$ cat src/rtl/jtsbaskt_pkg.sv
// Shared constants for the sound-CPU bridge.
package jtsbaskt_pkg;

  // VLM5030 control register bit positions
  localparam int unsigned VLM_SEL = 0;
  localparam int unsigned VLM_RST = 1;
  localparam int unsigned VLM_ST  = 2;

  // Upper nibble returned with every timer read
  localparam logic [3:0] TIMER_HI = 4'hF;

  // Default prescaler exponent for the polled timer
  localparam int unsigned DEF_TIMER_DIV = 10;

endpackage

$ cat src/rtl/jtsbaskt_snd_if_if.sv
// Bus bundle between the main/sound CPU decoders and the bridge.
interface jtsbaskt_snd_if_if;
  // main 6809 side
  logic       main_cen;
  logic       main_rnw;
  logic [7:0] main_dout;
  logic       snd_data_cs;
  logic       snd_on_cs;
  // Z80 side
  logic       snd_cen;
  logic       snd_wrn;
  logic       snd_rdn;
  logic       snd_ack;
  logic       latch_cs;
  logic       timer_cs;
  logic       vlmd_cs;
  logic       vlmc_cs;
  logic [7:0] snd_din;
  logic [7:0] snd_dout;
  logic       snd_irqn;

  modport master (
    output main_cen, main_rnw, main_dout, snd_data_cs, snd_on_cs,
    output snd_cen, snd_wrn, snd_rdn, snd_ack, latch_cs, timer_cs, vlmd_cs, vlmc_cs, snd_din,
    input  snd_dout, snd_irqn
  );

  modport slave (
    input  main_cen, main_rnw, main_dout, snd_data_cs, snd_on_cs,
    input  snd_cen, snd_wrn, snd_rdn, snd_ack, latch_cs, timer_cs, vlmd_cs, vlmc_cs, snd_din,
    output snd_dout, snd_irqn
  );
endinterface

$ cat src/rtl/jtsbaskt_snd_irq.sv
// Sound IRQ flip-flop: set by the main CPU, cleared by the Z80 acknowledge.
module jtsbaskt_snd_irq (
  input  logic clk,
  input  logic rstn,
  input  logic set,
  input  logic clr,
  output logic irqn
);

  // Set has priority so a request landing on the ack cycle is not lost
  always_ff @(posedge clk or negedge rstn) begin
    if (!rstn) begin
      irqn <= 1'b1;
    end else if (set) begin
      irqn <= 1'b0;
    end else if (clr) begin
      irqn <= 1'b1;
    end
  end

endmodule

$ cat src/rtl/jtsbaskt_snd_if.sv
// Main 6809 to Z80 sound bridge: command latch, IRQ handshake, timer, VLM registers.
// CNT_W must be at least TIMER_DIV+4.
module jtsbaskt_snd_if
  import jtsbaskt_pkg::*;
#(
  parameter int unsigned TIMER_DIV = DEF_TIMER_DIV,
  parameter int unsigned CNT_W     = 14
) (
  input  logic                 clk,
  input  logic                 rstn,
  jtsbaskt_snd_if_if.slave     bus,
  output logic                 fresh,
  output logic [7:0]           vlm_data,
  output logic                 vlm_st,
  output logic                 vlm_rst,
  output logic                 vlm_sel
);

  logic [7:0]       latch_q;
  logic             fresh_q;
  logic [CNT_W-1:0] cnt_q;
  logic [7:0]       dout_d, dout_q;
  logic             main_wr, latch_wr, irq_set, irq_clr, latch_rd, irqn;

  assign main_wr  = bus.main_cen & ~bus.main_rnw;
  assign latch_wr = main_wr & bus.snd_data_cs;
  assign irq_set  = main_wr & bus.snd_on_cs;
  assign irq_clr  = bus.snd_cen & bus.snd_ack;
  assign latch_rd = ~bus.snd_rdn & bus.latch_cs;

  // Command latch and its "unread" flag; a main write beats a Z80 read
  always_ff @(posedge clk or negedge rstn) begin
    if (!rstn) begin
      latch_q <= 8'h00;
      fresh_q <= 1'b0;
    end else begin
      if (latch_wr) begin
        latch_q <= bus.main_dout;
      end
      if (latch_wr) begin
        fresh_q <= 1'b1;
      end else if (latch_rd && bus.snd_cen) begin
        fresh_q <= 1'b0;
      end
    end
  end

  // Free-running counter advanced by the sound clock enable
  always_ff @(posedge clk or negedge rstn) begin
    if (!rstn) begin
      cnt_q <= '0;
    end else if (bus.snd_cen) begin
      cnt_q <= cnt_q + CNT_W'(1);
    end
  end

  // Read mux: latch has priority over the timer, idle bus reads FF
  always_comb begin
    dout_d = 8'hFF;
    if (latch_rd) begin
      dout_d = latch_q;
    end else if (!bus.snd_rdn && bus.timer_cs) begin
      dout_d = {TIMER_HI, cnt_q[TIMER_DIV+3:TIMER_DIV]};
    end
  end

  // Read data registered every clk so it settles well before the next snd_cen
  always_ff @(posedge clk or negedge rstn) begin
    if (!rstn) begin
      dout_q <= 8'hFF;
    end else begin
      dout_q <= dout_d;
    end
  end

  // VLM5030 data and control registers, written by the Z80
  always_ff @(posedge clk or negedge rstn) begin
    if (!rstn) begin
      vlm_data <= 8'h00;
      vlm_sel  <= 1'b0;
      vlm_rst  <= 1'b1;
      vlm_st   <= 1'b0;
    end else if (bus.snd_cen && !bus.snd_wrn) begin
      if (bus.vlmd_cs) begin
        vlm_data <= bus.snd_din;
      end
      if (bus.vlmc_cs) begin
        vlm_sel <= bus.snd_din[VLM_SEL];
        vlm_rst <= bus.snd_din[VLM_RST];
        vlm_st  <= bus.snd_din[VLM_ST];
      end
    end
  end

  jtsbaskt_snd_irq u_irq (
    .clk  (clk),
    .rstn (rstn),
    .set  (irq_set),
    .clr  (irq_clr),
    .irqn (irqn)
  );

  assign bus.snd_dout = dout_q;
  assign bus.snd_irqn = irqn;
  assign fresh        = fresh_q;

endmodule

$ cat src/flat_wrapper.sv
// flat-port wrapper written by rule: the top's interface ports become plain ports
module jtsbaskt_snd_if_flat import jtsbaskt_pkg::*;
#(
  parameter int unsigned TIMER_DIV = DEF_TIMER_DIV,
  parameter int unsigned CNT_W     = 14
)
  (clk, rstn, fresh, vlm_data, vlm_st, vlm_rst, vlm_sel, bus_main_cen, bus_main_rnw, bus_main_dout, bus_snd_data_cs, bus_snd_on_cs, bus_snd_cen, bus_snd_wrn, bus_snd_rdn, bus_snd_ack, bus_latch_cs, bus_timer_cs, bus_vlmd_cs, bus_vlmc_cs, bus_snd_din, bus_snd_dout, bus_snd_irqn);
  jtsbaskt_snd_if_if bus_i ();
  input  logic clk;
  input  logic rstn;
  output logic fresh;
  output logic [7:0] vlm_data;
  output logic vlm_st;
  output logic vlm_rst;
  output logic vlm_sel;
  input wire logic [$bits(bus_i.main_cen)-1:0] bus_main_cen;
  input wire logic [$bits(bus_i.main_rnw)-1:0] bus_main_rnw;
  input wire logic [$bits(bus_i.main_dout)-1:0] bus_main_dout;
  input wire logic [$bits(bus_i.snd_data_cs)-1:0] bus_snd_data_cs;
  input wire logic [$bits(bus_i.snd_on_cs)-1:0] bus_snd_on_cs;
  input wire logic [$bits(bus_i.snd_cen)-1:0] bus_snd_cen;
  input wire logic [$bits(bus_i.snd_wrn)-1:0] bus_snd_wrn;
  input wire logic [$bits(bus_i.snd_rdn)-1:0] bus_snd_rdn;
  input wire logic [$bits(bus_i.snd_ack)-1:0] bus_snd_ack;
  input wire logic [$bits(bus_i.latch_cs)-1:0] bus_latch_cs;
  input wire logic [$bits(bus_i.timer_cs)-1:0] bus_timer_cs;
  input wire logic [$bits(bus_i.vlmd_cs)-1:0] bus_vlmd_cs;
  input wire logic [$bits(bus_i.vlmc_cs)-1:0] bus_vlmc_cs;
  input wire logic [$bits(bus_i.snd_din)-1:0] bus_snd_din;
  output wire logic [$bits(bus_i.snd_dout)-1:0] bus_snd_dout;
  output wire logic [$bits(bus_i.snd_irqn)-1:0] bus_snd_irqn;
  assign bus_i.main_cen = bus_main_cen;
  assign bus_i.main_rnw = bus_main_rnw;
  assign bus_i.main_dout = bus_main_dout;
  assign bus_i.snd_data_cs = bus_snd_data_cs;
  assign bus_i.snd_on_cs = bus_snd_on_cs;
  assign bus_i.snd_cen = bus_snd_cen;
  assign bus_i.snd_wrn = bus_snd_wrn;
  assign bus_i.snd_rdn = bus_snd_rdn;
  assign bus_i.snd_ack = bus_snd_ack;
  assign bus_i.latch_cs = bus_latch_cs;
  assign bus_i.timer_cs = bus_timer_cs;
  assign bus_i.vlmd_cs = bus_vlmd_cs;
  assign bus_i.vlmc_cs = bus_vlmc_cs;
  assign bus_i.snd_din = bus_snd_din;
  assign bus_snd_dout = bus_i.snd_dout;
  assign bus_snd_irqn = bus_i.snd_irqn;
  jtsbaskt_snd_if #(.TIMER_DIV(TIMER_DIV), .CNT_W(CNT_W)) u_core (.clk(clk), .rstn(rstn), .bus(bus_i), .fresh(fresh), .vlm_data(vlm_data), .vlm_st(vlm_st), .vlm_rst(vlm_rst), .vlm_sel(vlm_sel));
endmodule
$ cat config.mk
export PLATFORM = sky130hd
export DESIGN_NAME = jtsbaskt_snd_if_flat
export DESIGN_NICKNAME = d
export VERILOG_FILES = /design/src/rtl/jtsbaskt_pkg.sv /design/src/rtl/jtsbaskt_snd_if_if.sv /design/src/rtl/jtsbaskt_snd_irq.sv /design/src/rtl/jtsbaskt_snd_if.sv /design/src/flat_wrapper.sv
export SDC_FILE = /design/constraint.sdc
export NUM_CORES = 1
export LEC_CHECK = 0
export BUFFER_PORTS_ARGS = -buffer_cell sky130_fd_sc_hd__buf_2
export CAP_MARGIN = 20
export CELL_PAD_IN_SITES_DETAIL_PLACEMENT = 0
export CELL_PAD_IN_SITES_GLOBAL_PLACEMENT = 1
export CORE_MARGIN = 1.5
export CORE_UTILIZATION = 37
export DETAILED_ROUTE_END_ITERATION = 10
export PLACE_DENSITY = 0.87
export SETUP_SLACK_MARGIN = 0.02
export SLEW_MARGIN = 40
export SYNTH_ARGS = -nofsm -noshare
export SYNTH_HDL_FRONTEND = slang
export SYNTH_HIERARCHICAL = 1
export SYNTH_SLANG_ARGS = --single-unit
$ cat constraint.sdc
create_clock -name clk -period 1.12 [get_ports clk]
set_input_delay 0.056 -clock clk [delete_from_list [all_inputs] [get_ports clk]]
set_output_delay 0.056 -clock clk [all_outputs]
set_load 0.01 [all_outputs]
# Word level (Yosys, flattened, before mapping)

Cells that the tools add are included.

Reduce and logical (&&, ||, !) cells: 9
Bitwise operators: 7
Add/subtract/negate cells: 1
Muxes and demuxes: 6

Operator list:

| cell                  | count |
|---|---|
| $add 14x1->14 const B | 1 |
| $mux 8                | 1 |
| $and 1x1->1           | 5 |
| $mux 1                | 4 |
| $mux 4                | 1 |
| $reduce_and 2->1      | 2 |
| $reduce_bool 2->1     | 2 |
| $logic_and 1x1->1     | 3 |
| $logic_not 1->1       | 2 |
| $not 1->1             | 2 |

Word-level logic and storage cells: 32
Register bits: 43
Bits of input ports: 30
Output and inout bits: 21

# Logic depth before layout (Yosys ltp)

Word-level depth: 5
Gate-level depth with buffers: 5
Gate-level depth less buffers: 4

# Modules after synthesis

The synthesis kept the hierarchy.

Modules (own cells, without submodules):

| module           | cells an instance | area each (µm²) | seq. area each (µm²) | instances |
|---|---|---|---|---|
| jtsbaskt_snd_if  | 128               | 1,779.2         | 1,062.3              | 1 |
| jtsbaskt_snd_irq | 2                 | 36.3            | 26.3                 | 1 |

# Worst setup path after synthesis

No wires, ideal clock.

Kind: reg2reg
From: reg u_core.cnt_q[0]
To: reg u_core.cnt_q[10]
Path buffers: 1
Period minus slack after synthesis: 1.198 ns
Data arrival time: 1.118 ns
Stages on the path, launching flop included: 6
Required time: 1.040 ns
Setup slack: -0.078 ns
Setup time: 0.080 ns
Cell sequence: dfrtp_1 > ha_1 > and4_1 > buf_4 > nand4_1 > xnor2_1

Cells in the longest elaborated chain, start to end: 1

Ends and longest elaborated chain:

| item                   | RTL line              | text |
|---|---|---|
| from (decl)            | jtsbaskt_snd_if.sv:21 | `logic [CNT_W-1:0] cnt_q;` |
| from (signal assigned) | jtsbaskt_snd_if.sv:53 | `cnt_q <= cnt_q + CNT_W'(1);` |
| $add 14x1->14          | jtsbaskt_snd_if.sv:53 |  |

No other way between the ends.
A chain may end at the register's enable or synchronous reset.

# Worst setup path in the final report

From: reg u_core.cnt_q[0]
To: reg u_core.cnt_q[12]

Same word-level chain as after synthesis.

==> summary.md <==
| Metric | Value |
|---|---|
| Outcome | finished with violations |
| Failing checks | setup timing |
| Critical Setup Path Class | reg2reg |
| Nature of the critical path endpoint | flop |
| Synth warn | 6 |
| Diode count | 0 |
| Required time at the endpoint of the critical path | 1.30 ns |
| Die Span X | 73.1 µm |
| Global placer's final weighted congestion | 0.789 |
| Clock latency on the worst-skew pair | 0.29 ns |
| Drc violations | 0 |
| I/O pin total | 51 |
| Pre-CTS setup slack | -0.114 ns |
| Antenna-violating nets left | 0 |
| Dominant synthesized flop cell | sky130_fd_sc_hd__dfrtp_1 |
| Maximum number of pins on one net before global-route repair | 44 |
| Worst R2R Start | u_core/cnt_q[0]$_DFFE_PN0P_ |
| Pins Over Slew Limit | 0 |
| Synthesized netlist net count | 161 |
| Launching element type of the critical path | flop |
| End-of-flow core utilization | 53.0% |
| Largest buffer count on any clock path | 2 |
| Worst slew pin tran | ~0.22 ns |
| Hold path startpoint | bus_snd_cen |
| Number of synthesized register bits | 43 |
| Root Buffer Master | sky130_fd_sc_hd__clkbuf_8 |
| Mean cell area of the mapped netlist | 14.0 µm² |
| Worst Path Max Fanout | 5 |
| NumNets Final | 244 |
| Sum of overflow across all layers after global routing | 0 |
| Antenna violations before repair | 0 |
| Critical path buffer and inverter count | 0 |
| Post-synth top area cell | sky130_fd_sc_hd__dfrtp_1 |
| Top area cells in the synthesized netlist | sky130_fd_sc_hd__dfrtp_1 45%, sky130_fd_sc_hd__dfstp_2 14%, sky130_fd_sc_hd__mux2_2 7.4%, sky130_fd_sc_hd__mux2_4 6.6%, sky130_fd_sc_hd__xnor2_1 4.8% |
| Critical-path cell list | ha_1 -> and4_4 -> nand4_1 -> xnor2_1 |
| Via count of the routed design | 1246 |
| Post-synthesis sequential area ratio | 60.0% |
| CP peak stage delay | 0.36 ns |
| CTS Buf Count | 5 |
| Iteration count of the initial detailed-routing pass | 4 |
| Clock sink count | 43 |
| Critical Path Start | u_core/cnt_q[0]$_DFFE_PN0P_ |
| Slowest-stage cell, CP | sky130_fd_sc_hd__dfrtp_1 |
| Vias in the first global route | 1167 |
| Starting density of the core | 38.4% |
| Unique masters post-synth | 31 |
| Post-synthesis async set-or-reset flop share | 100% |
| Family of cells with the greatest summed delay on the critical path | flip-flops |
| Max-cap violations | 0 |
| Number of DRC markers after the initial detailed-route iteration | 88 |
| H-tree levels | 2 |
| Slew margin rel. | 84.9% |
| Port bufs | 50 |
| Global-route wire length before repair | 5580 µm |
| Post-synthesis instance area | 1820 µm² |
| Per-cell via count in the routed design | 4.43 |
| Layout cell share with drive strength beyond 1 | 52.8% |
| Standard-cell row count | 25 |
| Chip Height | 73.1 µm |
| Number of enable-type register cells in the synthesized netlist | 0 |
| Total Routed Length | 3640 µm |
| Path category of the worst min-delay check | in2reg |
| P&R area growth vs syn | 37.9% |
| All-layer global routing usage | 14.2% |
| Unrepaired setup endpoints after global routing | yes |
| Core Region | roughly 4700 µm² |
| Post-Route Skew | 0.00526 ns |
| Tmin final | around 1.1 ns |
| Power consumption | 0.00401 W |
| Data arrival at the endpoint of the critical path | 1.32 ns |
| Achievable clock frequency | roughly 900 MHz |
| Full die area | around 5300 µm² |
| Number of setup violations in the final report | 2 |
| Slack of the critical path | -0.0200 ns |
| Hold Violations, Final | 0 |
| Share of the clock period used by the worst path after layout | 102% |
| TritonCTS clock tree | built |
| Worst IR Drop VDD | 746 µV |
| Final HPWL DP | 2420 µm |
| Cells after Synth | 130 |
| Clock slew at the register clock pins of the worst setup and hold paths | 0.08 ns |
| Static leakage power | approximately 1.2 nW |
| Power per standard cell area | 1600 nW/µm² |
| Fraction of synthesized cell area taken by the top area cell type | a little under half |
| Average routed wire per standard cell | 13.0 µm |
-- layout by cell type (no fill, tap or decap), drive strengths merged, types with 2 or more instances in the layout --
| master | n |
|---|---|
| nor2b | 4 |
| dfrtp | 33 |
| xor2 | 3 |
| nand4 | 7 |
| and2b | 2 |
| dlygate4sd3 | 18 |
| buf | 62 |
| nand2 | 5 |
| xnor2 | 10 |
| nand3 | 4 |
| clkbuf | 6 |
| and2 | 2 |
| nand2b | 4 |
| and4 | 3 |
| dfstp | 10 |
| or2 | 4 |
| mux2 | 20 |
| nor2 | 4 |
| a21oi | 4 |
-- cell type report --
type | count | area [µm²]
flip-flops and latches | 43 | 1090
well taps | 67 | 83.8
clock buffers | 6 | 72.6
multi-input cells | 83 | 708
fillers | 397 | 2220
repair buffers | 80 | 537
clock inverters | 2 | 12.5
-- worst min-delay path, delay by kind of cell --
kind	cells	cell delay [ns]
AND/OR/NAND/NOR	1	0.09
XOR/XNOR	1	0.06
buffers and inverters	1	0.15
-- metal layers --
| layer | part of all wire [%] | global-route usage, % | vias to the layer above | wire, µm |
|---|---|---|---|---|
| met5 | 0 | 0 | - | 0 |
| met4 | 1.2 | 5.03 | 0 | 44 |
| met3 | 5.0 | 4.83 | 6 | 181 |
| met2 | 47 | 21.8 | 41 | 1710 |
| met1 | 47 | 18.6 | 584 | 1710 |
| li1 | - | - | 615 | - |
-- stage by stage --
step                std cells  setup TNS [ns]  cell area, µm²  hold slack (ns)
floorplan                 130          -0.349            1820           -0.240
global placement          251          -0.208            2200           0.0486
detailed placement        251          -0.414            2200           0.0465
CTS                       274         -0.0672            2430          0.00595
global route              281          -0.312            2500            0.112
finish                    281         -0.0362            2500            0.107
-- sequential cells by signal, summed over array words and instances (netlist names) --
name,cells
u_core/fresh,1
u_core/latch_q,8
u_core/vlm_st,1
u_core/cnt_q,14
u_core/vlm_rst,1
u_core/bus.snd_dout,8
u_core/u_irq/irqn,1
u_core/vlm_sel,1
u_core/vlm_data,8
-- cells by family (layout without fill, tap and decap cells) --
kind of cell | count (synthesis) | after routing | share of synthesized area [%]
DFF | 43 | 43 | 60.0
and+or+nand+nor | 43 | 43 | 15.4
muxes | 20 | 20 | 14.1
xor gates and xnor gates | 13 | 13 | 6.27
AOI/OAI and AO/OA | 6 | 6 | 2.21
buffers and inverters | 4 | 88 | 1.38
adders and majority gates | 1 | 1 | 0.689
-- report_power, final --
part	internal [W]	total (W)	switching [W]
logic	0.000612	0.00104	0.000425
registers	0.00186	0.00203	0.000170
clock network	0.000435	0.000940	0.000505
total	0.00291	0.00401	0.00110
-- cell usage after synthesis (2+ instances only) --
master,n
sky130_fd_sc_hd__nand4_1,6
sky130_fd_sc_hd__mux2_2,12
sky130_fd_sc_hd__mux2_4,8
sky130_fd_sc_hd__nand3_1,4
sky130_fd_sc_hd__dfstp_2,10
sky130_fd_sc_hd__xor2_1,3
sky130_fd_sc_hd__nor2_1,4
sky130_fd_sc_hd__a21oi_1,4
sky130_fd_sc_hd__nor2b_1,4
sky130_fd_sc_hd__or2_2,4
sky130_fd_sc_hd__buf_4,2
sky130_fd_sc_hd__xnor2_1,10
sky130_fd_sc_hd__nand2b_1,4
sky130_fd_sc_hd__nand2_1,3
sky130_fd_sc_hd__dfrtp_1,33
sky130_fd_sc_hd__and2_1,2
sky130_fd_sc_hd__and4_1,3
-- path summary, 6_finish.rpt --
| path | to | slack [ns] | cells after the start |
|---|---|---|---|
| max | u_core/cnt_q[12]$_DFFE_PN0P_ | -0.02 | 4 |
| min | u_core/cnt_q[2]$_DFFE_PN0P_ | 0.11 | 3 |
| max reg2reg | u_core/cnt_q[12]$_DFFE_PN0P_ | -0.02 | 4 |
| min reg2reg | u_core/bus.snd_dout[7]$_DFF_PN1_ | 0.46 | 1 |
| max in group asynchronous | u_core/bus.snd_dout[5]$_DFF_PN1_ | 0.59 | 3 |
| min in group asynchronous | u_core/latch_q[6]$_DFFE_PN0P_ | 0.27 | 3 |
-- timing repair --
action,4_1_cts,5_1_grt
resized for setup,4,2
hold buffers,13,5
endpoints found under the hold margin,56,6
pin swaps,6,6
setup endpoints to repair,10,9
setup buffers,2,2
No activity file was read; power rests on OpenSTA's default activity.
